$ cat config.mk
export PLATFORM = sky130hd
export DESIGN_NAME = serial_add_ctrl
export DESIGN_NICKNAME = d
export VERILOG_FILES = /design/src/rtl/serial_add_ctrl.sv
export SDC_FILE = /design/constraint.sdc
export NUM_CORES = 1
export LEC_CHECK = 0
export CAP_MARGIN = 20
export CORE_ASPECT_RATIO = 0.6
export CORE_UTILIZATION = 33
export DETAILED_ROUTE_END_ITERATION = 10
export SYNTH_ARGS = -nofsm -noshare
export SYNTH_HDL_FRONTEND = slang
export SYNTH_SLANG_ARGS = --single-unit
$ cat constraint.sdc
create_clock -name clk -period 2 [get_ports clk]
set_clock_uncertainty 0.1 [all_clocks]
set_input_delay 0.3 -clock clk [delete_from_list [all_inputs] [get_ports clk]]
set_output_delay 0.3 -clock clk [all_outputs]
set_load 0.03 [all_outputs]
$ cat src/rtl/serial_add_ctrl.sv
// serial_add_ctrl
//   Bit-serial adder controller. It accepts two WIDTH-bit operands plus a
//   carry-in, then adds them one bit per clock (LSB first) through a single
//   combinational full_adder cell. The result is presented on a valid/ready
//   output port.
//
//   Handshakes: a transfer happens on a rising edge where valid and ready are
//   both high. The producer side (in_valid/in_ready) is only ready in IDLE.
//   The consumer side (out_valid/out_ready) is only valid in DONE. The two
//   sides never complete on the same edge.
//
//   Ports
//     clk        in   rising-edge clock
//     rst_n      in   synchronous active-low reset
//     in_valid   in   operands valid
//     in_ready   out  controller can accept operands (IDLE)
//     op_a       in   operand A [WIDTH]
//     op_b       in   operand B [WIDTH]
//     cin_in     in   initial carry-in
//     out_valid  out  result valid (DONE)
//     out_ready  in   consumer accepts result
//     sum        out  op_a + op_b + cin_in mod 2^WIDTH [WIDTH]
//     cout       out  carry out of the MSB
//     ovf        out  two's-complement overflow
//     busy       out  high in RUN or DONE

module full_adder (
    input  logic a,
    input  logic b,
    input  logic cin,
    output logic sum,
    output logic cout
);
    assign sum  = a ^ b ^ cin;
    assign cout = (a & b) | (a & cin) | (b & cin);
endmodule

module serial_add_ctrl #(
    parameter int WIDTH = 8
) (
    input  logic             clk,
    input  logic             rst_n,
    input  logic             in_valid,
    output logic             in_ready,
    input  logic [WIDTH-1:0] op_a,
    input  logic [WIDTH-1:0] op_b,
    input  logic             cin_in,
    output logic             out_valid,
    input  logic             out_ready,
    output logic [WIDTH-1:0] sum,
    output logic             cout,
    output logic             ovf,
    output logic             busy
);
    localparam int CW = $clog2(WIDTH);

    typedef enum logic [1:0] {
        IDLE = 2'd0,
        RUN  = 2'd1,
        DONE = 2'd2
    } state_t;

    state_t           state_q;
    logic [WIDTH-1:0] a_sr_q;
    logic [WIDTH-1:0] b_sr_q;
    logic [WIDTH-1:0] s_sr_q;
    logic [WIDTH-1:0] s_sr_d;
    logic             carry_q;
    logic             c_msb_q;
    logic [CW-1:0]    cnt_q;
    logic [WIDTH-1:0] sum_q;
    logic             cout_q;
    logic             last_bit;

    logic fa_sum;
    logic fa_cout;

    full_adder fa (
        .a    (a_sr_q[0]),
        .b    (b_sr_q[0]),
        .cin  (carry_q),
        .sum  (fa_sum),
        .cout (fa_cout)
    );

    // New sum bit enters at the MSB so that after WIDTH shifts bit 0 of the
    // result sits at bit 0 of the register.
    assign s_sr_d   = {fa_sum, s_sr_q[WIDTH-1:1]};
    assign last_bit = (cnt_q == CW'(WIDTH - 1));

    always_ff @(posedge clk) begin
        if (!rst_n) begin
            state_q <= IDLE;
            a_sr_q  <= '0;
            b_sr_q  <= '0;
            s_sr_q  <= '0;
            carry_q <= 1'b0;
            c_msb_q <= 1'b0;
            cnt_q   <= '0;
            sum_q   <= '0;
            cout_q  <= 1'b0;
        end else begin
            case (state_q)
                IDLE: begin
                    if (in_valid) begin
                        a_sr_q  <= op_a;
                        b_sr_q  <= op_b;
                        carry_q <= cin_in;
                        cnt_q   <= '0;
                        state_q <= RUN;
                    end
                end
                RUN: begin
                    s_sr_q  <= s_sr_d;
                    carry_q <= fa_cout;
                    a_sr_q  <= a_sr_q >> 1;
                    b_sr_q  <= b_sr_q >> 1;
                    cnt_q   <= cnt_q + 1'b1;
                    if (last_bit) begin
                        // carry_q here is the carry into the MSB. The result
                        // is copied to hold registers so it survives the shift
                        // registers being reused by the next operation.
                        c_msb_q <= carry_q;
                        sum_q   <= s_sr_d;
                        cout_q  <= fa_cout;
                        state_q <= DONE;
                    end
                end
                DONE: begin
                    if (out_ready) begin
                        state_q <= IDLE;
                    end
                end
                default: state_q <= IDLE;
            endcase
        end
    end

    assign in_ready  = (state_q == IDLE);
    assign out_valid = (state_q == DONE);
    assign busy      = (state_q != IDLE);
    assign sum       = sum_q;
    assign cout      = cout_q;
    assign ovf       = c_msb_q ^ cout_q;
endmodule

==> results of run 1 <==
==> synth_stat cells, drive strengths merged (2+ instances only) <==
master and number:
a21boi 18, o221ai 15, buf 10, inv 2, clkbuf 5, nor2 30, nand2b 2, nand3 10
ha 2, mux2i 2, nor3b 2, nand2 24, a22oi 4, nor2b 5, dfxtp 39
==> critical path: cells and delay by family (launching register included) <==
family,cells,cell delay (ps)
buffers and inverters,1,700
XOR/XNOR,1,160
flip-flops,1,370
==> state kept, by name, indices dropped and copies added (netlist names) <==
register,flops
a_sr_q,8
b_sr_q,8
sum,8
s_sr_q,7
cnt_q,3
state_q,2
c_msb_q,1
carry_q,1
cout,1
==> metal layers <==
layer	wire [um]	part of all wire, %	up-vias	track usage (%)
met5	0	0	-	0
met4	30	0.89	0	5.195
met3	177	5.3	4	4.667
met2	1258	37	26	18.74
met1	1904	56	566	21.72
li1	-	-	682	-
==> final timing paths <==
check | start | to | slack (ps) | cells past startpoint
worst max-delay path | cout$_SDFFE_PN0P_ | ovf | 90 | 2
worst min-delay path | sum[0]$_SDFFE_PN0P_ | sum[0]$_SDFFE_PN0P_ | 360 | 2
worst max register to register | state_q[0]$_SDFFE_PN0P_ | a_sr_q[5]$_SDFFE_PN0P_ | 470 | 5
worst min register to register | sum[0]$_SDFFE_PN0P_ | sum[0]$_SDFFE_PN0P_ | 360 | 2
==> power by group <==
group | switching (mW) | total [mW] | internal [mW]
logic | 0.0979 | 0.202 | 0.104
clock network | 0.273 | 0.676 | 0.404
registers | 0.0251 | 0.838 | 0.813
total | 0.396 | 1.72 | 1.32
==> logic make-up (layout without fill, tap and decap cells) <==
logic type | count (synthesis) | count (layout) | share of synthesized area (%)
AOI/OAI and AO/OA | 39 | 39 | 22.20
xor gates and xnor gates | 1 | 1 | 0.5163
adders and majority gates | 3 | 3 | 2.655
buffers and inverters | 17 | 51 | 6.858
DFF | 39 | 39 | 46.02
muxes | 2 | 2 | 1.180
and+or+nand+nor | 78 | 78 | 20.58
==> final cells by class <==
type                            instances  area [sq um]
Fill cell                             478          2571
Multi-Input combinational cell        123         799.5
Sequential cell                        39         780.7
Timing Repair Buffer                   41         399.1
Clock buffer                            6         82.58
Tap cell                               63         78.83
Clock inverter                          2         35.03
Inverter                                2         7.507
==> metrics by stage <==
step                      setup WS [ps]  instance area (sq um)  power (mW)
after floorplan                   550.8                   1697      0.9905
after global placement            202.8                   2069       1.060
after detailed placement          166.7                   2069       1.061
after CTS                         79.73                   2183       1.752
after global routing              4.080                   2183       1.810
final                             92.46                   2183       1.717
==> repair_timing <==
item / in CTS / in global routing
hold endpoints to repair: 0 / 0
setup buffers: 0 / 0
resized for setup: 3 / 0
endpoints found under the setup margin: 3 / 0
==> results_dict.tcl, run 1 <==
set metrics [dict create \
    drt-total-wl_um 3371 \
    netlist.area_leader.share_pct 46.02 \
    yosysSeqAreaShare_pct 46.02 \
    drt_pre_antenna_iters 4 \
    clock_path_buffers 2 \
    min_period_ps 1908 \
    grt_pass1_wl_um 5940 \
    yosys_warnings 0 \
    antenna_found_initial 0 \
    max_freq_mhz 524.2 \
    maxCapViolCount 0 \
    ant_nets 0 \
    cts_tree "built" \
    hp-class "reg -> reg" \
    crit_arrival_ps 1510 \
    worst_slew_pin_slew_ps 452.4 \
    worstPathRequired_ps 1600 \
    vias 1278 \
    crit_fanout 3 \
    fin_util_pct 45.92 \
    hold_viol 0 \
    numPortBuffers 33 \
    start_util_pct 35.68 \
    grt_use_total_pct 14.40 \
    viasPerCell 4.630 \
    final_cell_mix "dfxtp_1, nor2_1, clkdlybuf4s50_1, nand2_1, a21boi_0" \
    setup_violations 0 \
    num_rows 19 \
    status "complete, no violations" \
    layoutNonFillerInstCount 276 \
    cts_made_buffers 5 \
    avgSynthCellArea_sq_um 9.478 \
    rsz0062_at_grt "false" \
    period_share_pct 95.38 \
    crit_type "reg -> out" \
    grt_max_degree 40 \
    grt-ovfl-total 0 \
    syn-cell-area_sq_um 1697 \
    area_growth_syn_to_layout_pct 28.69 \
    drt-wirelength-per-cell_um 12.21 \
    clk_pin_slew_ps 70 \
    drt_iter0_markers 51 \
    yosysTopAreaCell "dfxtp_1" \
    synth_cell_type_count 31 \
    gp_congestion 0.7752 \
    die_width_um 94.57 \
    synth_edf_count 0 \
    end_kind "output pin" \
    final_common_cell "dfxtp_1" \
    place_inst 268 \
    ys_seq_elements 39 \
    ys_async_sr_fraction_pct 0 \
    powerDensity_nw_per_um2 786.4 \
    drcViolationCount 0 \
    synth_ff_type "dfxtp_1" \
    cts_max_level 2 \
    critPathLaunchType "register" \
    drv_slew 0 \
    antenna_cells 0 \
    ctsHoldBuffers 0 \
    whs_ps 362.4 \
    synthTopCellsByArea "dfxtp_1, o221ai_2, a21boi_0" \
    cpPeakStageDelay_ps 700 \
    drive_gt1_share_pct 13.62 \
    die_h_um 57.54 \
    ios 34 \
    tns_ps 0 \
    critical_path.cell_chain "xor2_1 > clkdlybuf4s50_1" \
    grt_pass1_vias 1221 \
    synthesis.nets 203 \
    dieArea_sq_um 5441 \
    worst_path_max_delay_cell "clkdlybuf4s50_1" \
    clockRootBuffer "clkbuf_8" \
    clk_latency_ps 290 \
    nNetsFinal 236 \
    dp_hpwl_um 2217 \
    max_slew_margin_pct 69.75 \
    core_sq_um 4755 \
    syn_inst 179 \
    leakage_nw 0.7897 \
    clock_sinks 39 \
    peakVddDrop_mv 0.3715 \
]
Power figures use the tool's default switching activity.
==> run 2: changes to the inputs <==
CORE_ASPECT_RATIO = 1.4   (was 0.6)
==> run 2 against run 1 <==
  * Critical endpoint unchanged
  * Die area barely moved
  * Fmax rose by 2.2%
  * Register-to-register slack improved by 20 ps
  * Highest routed layer unchanged
  * Sequential power barely moved
  * Largest cell class unchanged
==> results_dict.tcl, run 2 (same netlist as run 1, synthesis figures left out) <==
set metrics [dict create \
    clock_path_buffers 2 \
    cts_made_buffers 5 \
    cts_tree "built" \
    final_cell_mix "dfxtp_1, nor2_1, clkdlybuf4s50_1, nand2_1, a21boi_0" \
    cts_max_level 2 \
    max_slew_margin_pct 69.32 \
    crit_fanout 3 \
    antenna_cells 0 \
    grt_max_degree 40 \
    viasPerCell 4.782 \
    ctsResizeCount 3 \
    p_int_mw 1.416 \
    swShare_pct 21.65 \
    hp-class "reg -> reg" \
    grt-ovfl-total 0 \
    setup_violations 0 \
    leakage_nw 0.7897 \
    pwr-share-seq_pct 46.3 \
    num_rows 30 \
    p_switching_mw 0.3914 \
    numPortBuffers 33 \
    drcViolationCount 0 \
    die_width_um 62.60 \
    fin_util_pct 45.03 \
    drt-total-wl_um 3203 \
    drive_gt1_share_pct 12.32 \
    final_common_cell "dfxtp_1" \
    period_share_pct 93.36 \
    worst_slew_pin_slew_ps 458.9 \
    grt_pass1_vias 1256 \
    drt_pre_antenna_iters 4 \
    dp_hpwl_um 2115 \
    start_util_pct 34.77 \
    drt-wirelength-per-cell_um 11.65 \
    end_kind "output pin" \
    ctsHoldBuffers 0 \
    drv_slew 0 \
    crit_type "reg -> out" \
    dieArea_sq_um 5436 \
    gp_congestion 0.6901 \
    grt_use_total_pct 13.03 \
    clockRootBuffer "clkbuf_8" \
    min_period_ps 1867 \
    hold_viol 0 \
    die_h_um 86.84 \
    vias 1315 \
    drt_iter0_markers 27 \
    ios 34 \
    clk_latency_ps 290 \
    status "complete, no violations" \
    grt_pass1_wl_um 5547 \
    clock_sinks 39 \
    power_frac_clock_pct 42.5 \
    tns_ps 0 \
    peakVddDrop_mv 0.5752 \
    area_growth_syn_to_layout_pct 29.50 \
    critPathLaunchType "register" \
    worstPathRequired_ps 1600 \
    nNetsFinal 234 \
    core_sq_um 4880 \
    cts_setup_buffers 0 \
    max_freq_mhz 535.5 \
    rsz0062_at_grt "false" \
    clk_pin_slew_ps 70 \
    antenna_found_initial 0 \
    maxCapViolCount 0 \
    powerDensity_nw_per_um2 822.8 \
    p_comb_share_pct 11.2 \
    ant_nets 0 \
    crit_arrival_ps 1470 \
]
run 2: through the flow:
step | setup WS [ps] | hold slack, ps | power (mW) | cells | area [sq um]
2_1_floorplan | 550.8 | 340.6 | 0.9905 | 179 | 1697
6_report | 132.7 | 362.5 | 1.808 | 275 | 2197
5_1_grt | 46.29 | 402.4 | 1.886 | 275 | 2197
3_3_place_gp | 129.2 | 350.7 | 1.058 | 267 | 2068
4_1_cts | 104.2 | 370.0 | 1.834 | 275 | 2197
3_5_place_dp | 118.6 | 357.6 | 1.062 | 267 | 2068
run 2: power groups by stage:
stage	registers, mW	clock network [mW]	logic [mW]
finish	0.837	0.769	0.202
CTS	0.837	0.792	0.205
detailed placement	0.856	0	0.207
global route	0.842	0.819	0.225
floorplan	0.850	0	0.141
global placement	0.855	0	0.203
run 2: final cells by class:
type / count / area (sq um)
clock inverter: 2 / 60.06
fill: 502 / 2683
tap: 64 / 80.08
sequential: 39 / 780.7
timing repair buffer: 39 / 396.6
inverter: 2 / 7.507
clock buffer: 6 / 72.57
multi-input combinational: 123 / 799.5
run 2: final timing paths:
kind / cells past startpoint / slack [ps] / start / to
max: 2 / 130 / cout$_SDFFE_PN0P_ / ovf
min: 2 / 360 / sum[6]$_SDFFE_PN0P_ / sum[6]$_SDFFE_PN0P_
max reg2reg: 5 / 490 / cnt_q[0]$_SDFFE_PN0P_ / sum[1]$_SDFFE_PN0P_
min reg2reg: 2 / 360 / sum[6]$_SDFFE_PN0P_ / sum[6]$_SDFFE_PN0P_
run 2: critical path, cell delays in order, from the launching register on:
cell and delay (ps):
dfxtp_1 360, xor2_1 140, clkdlybuf4s50_1 680
run 2: routing by layer:
layer	up-vias	GRT usage (%)	part of all wire [%]
met5	-	0	0
met4	0	5.074	1.4
met3	5	3.158	3.3
met2	30	23.12	51
met1	604	14.99	44
li1	676	-	-
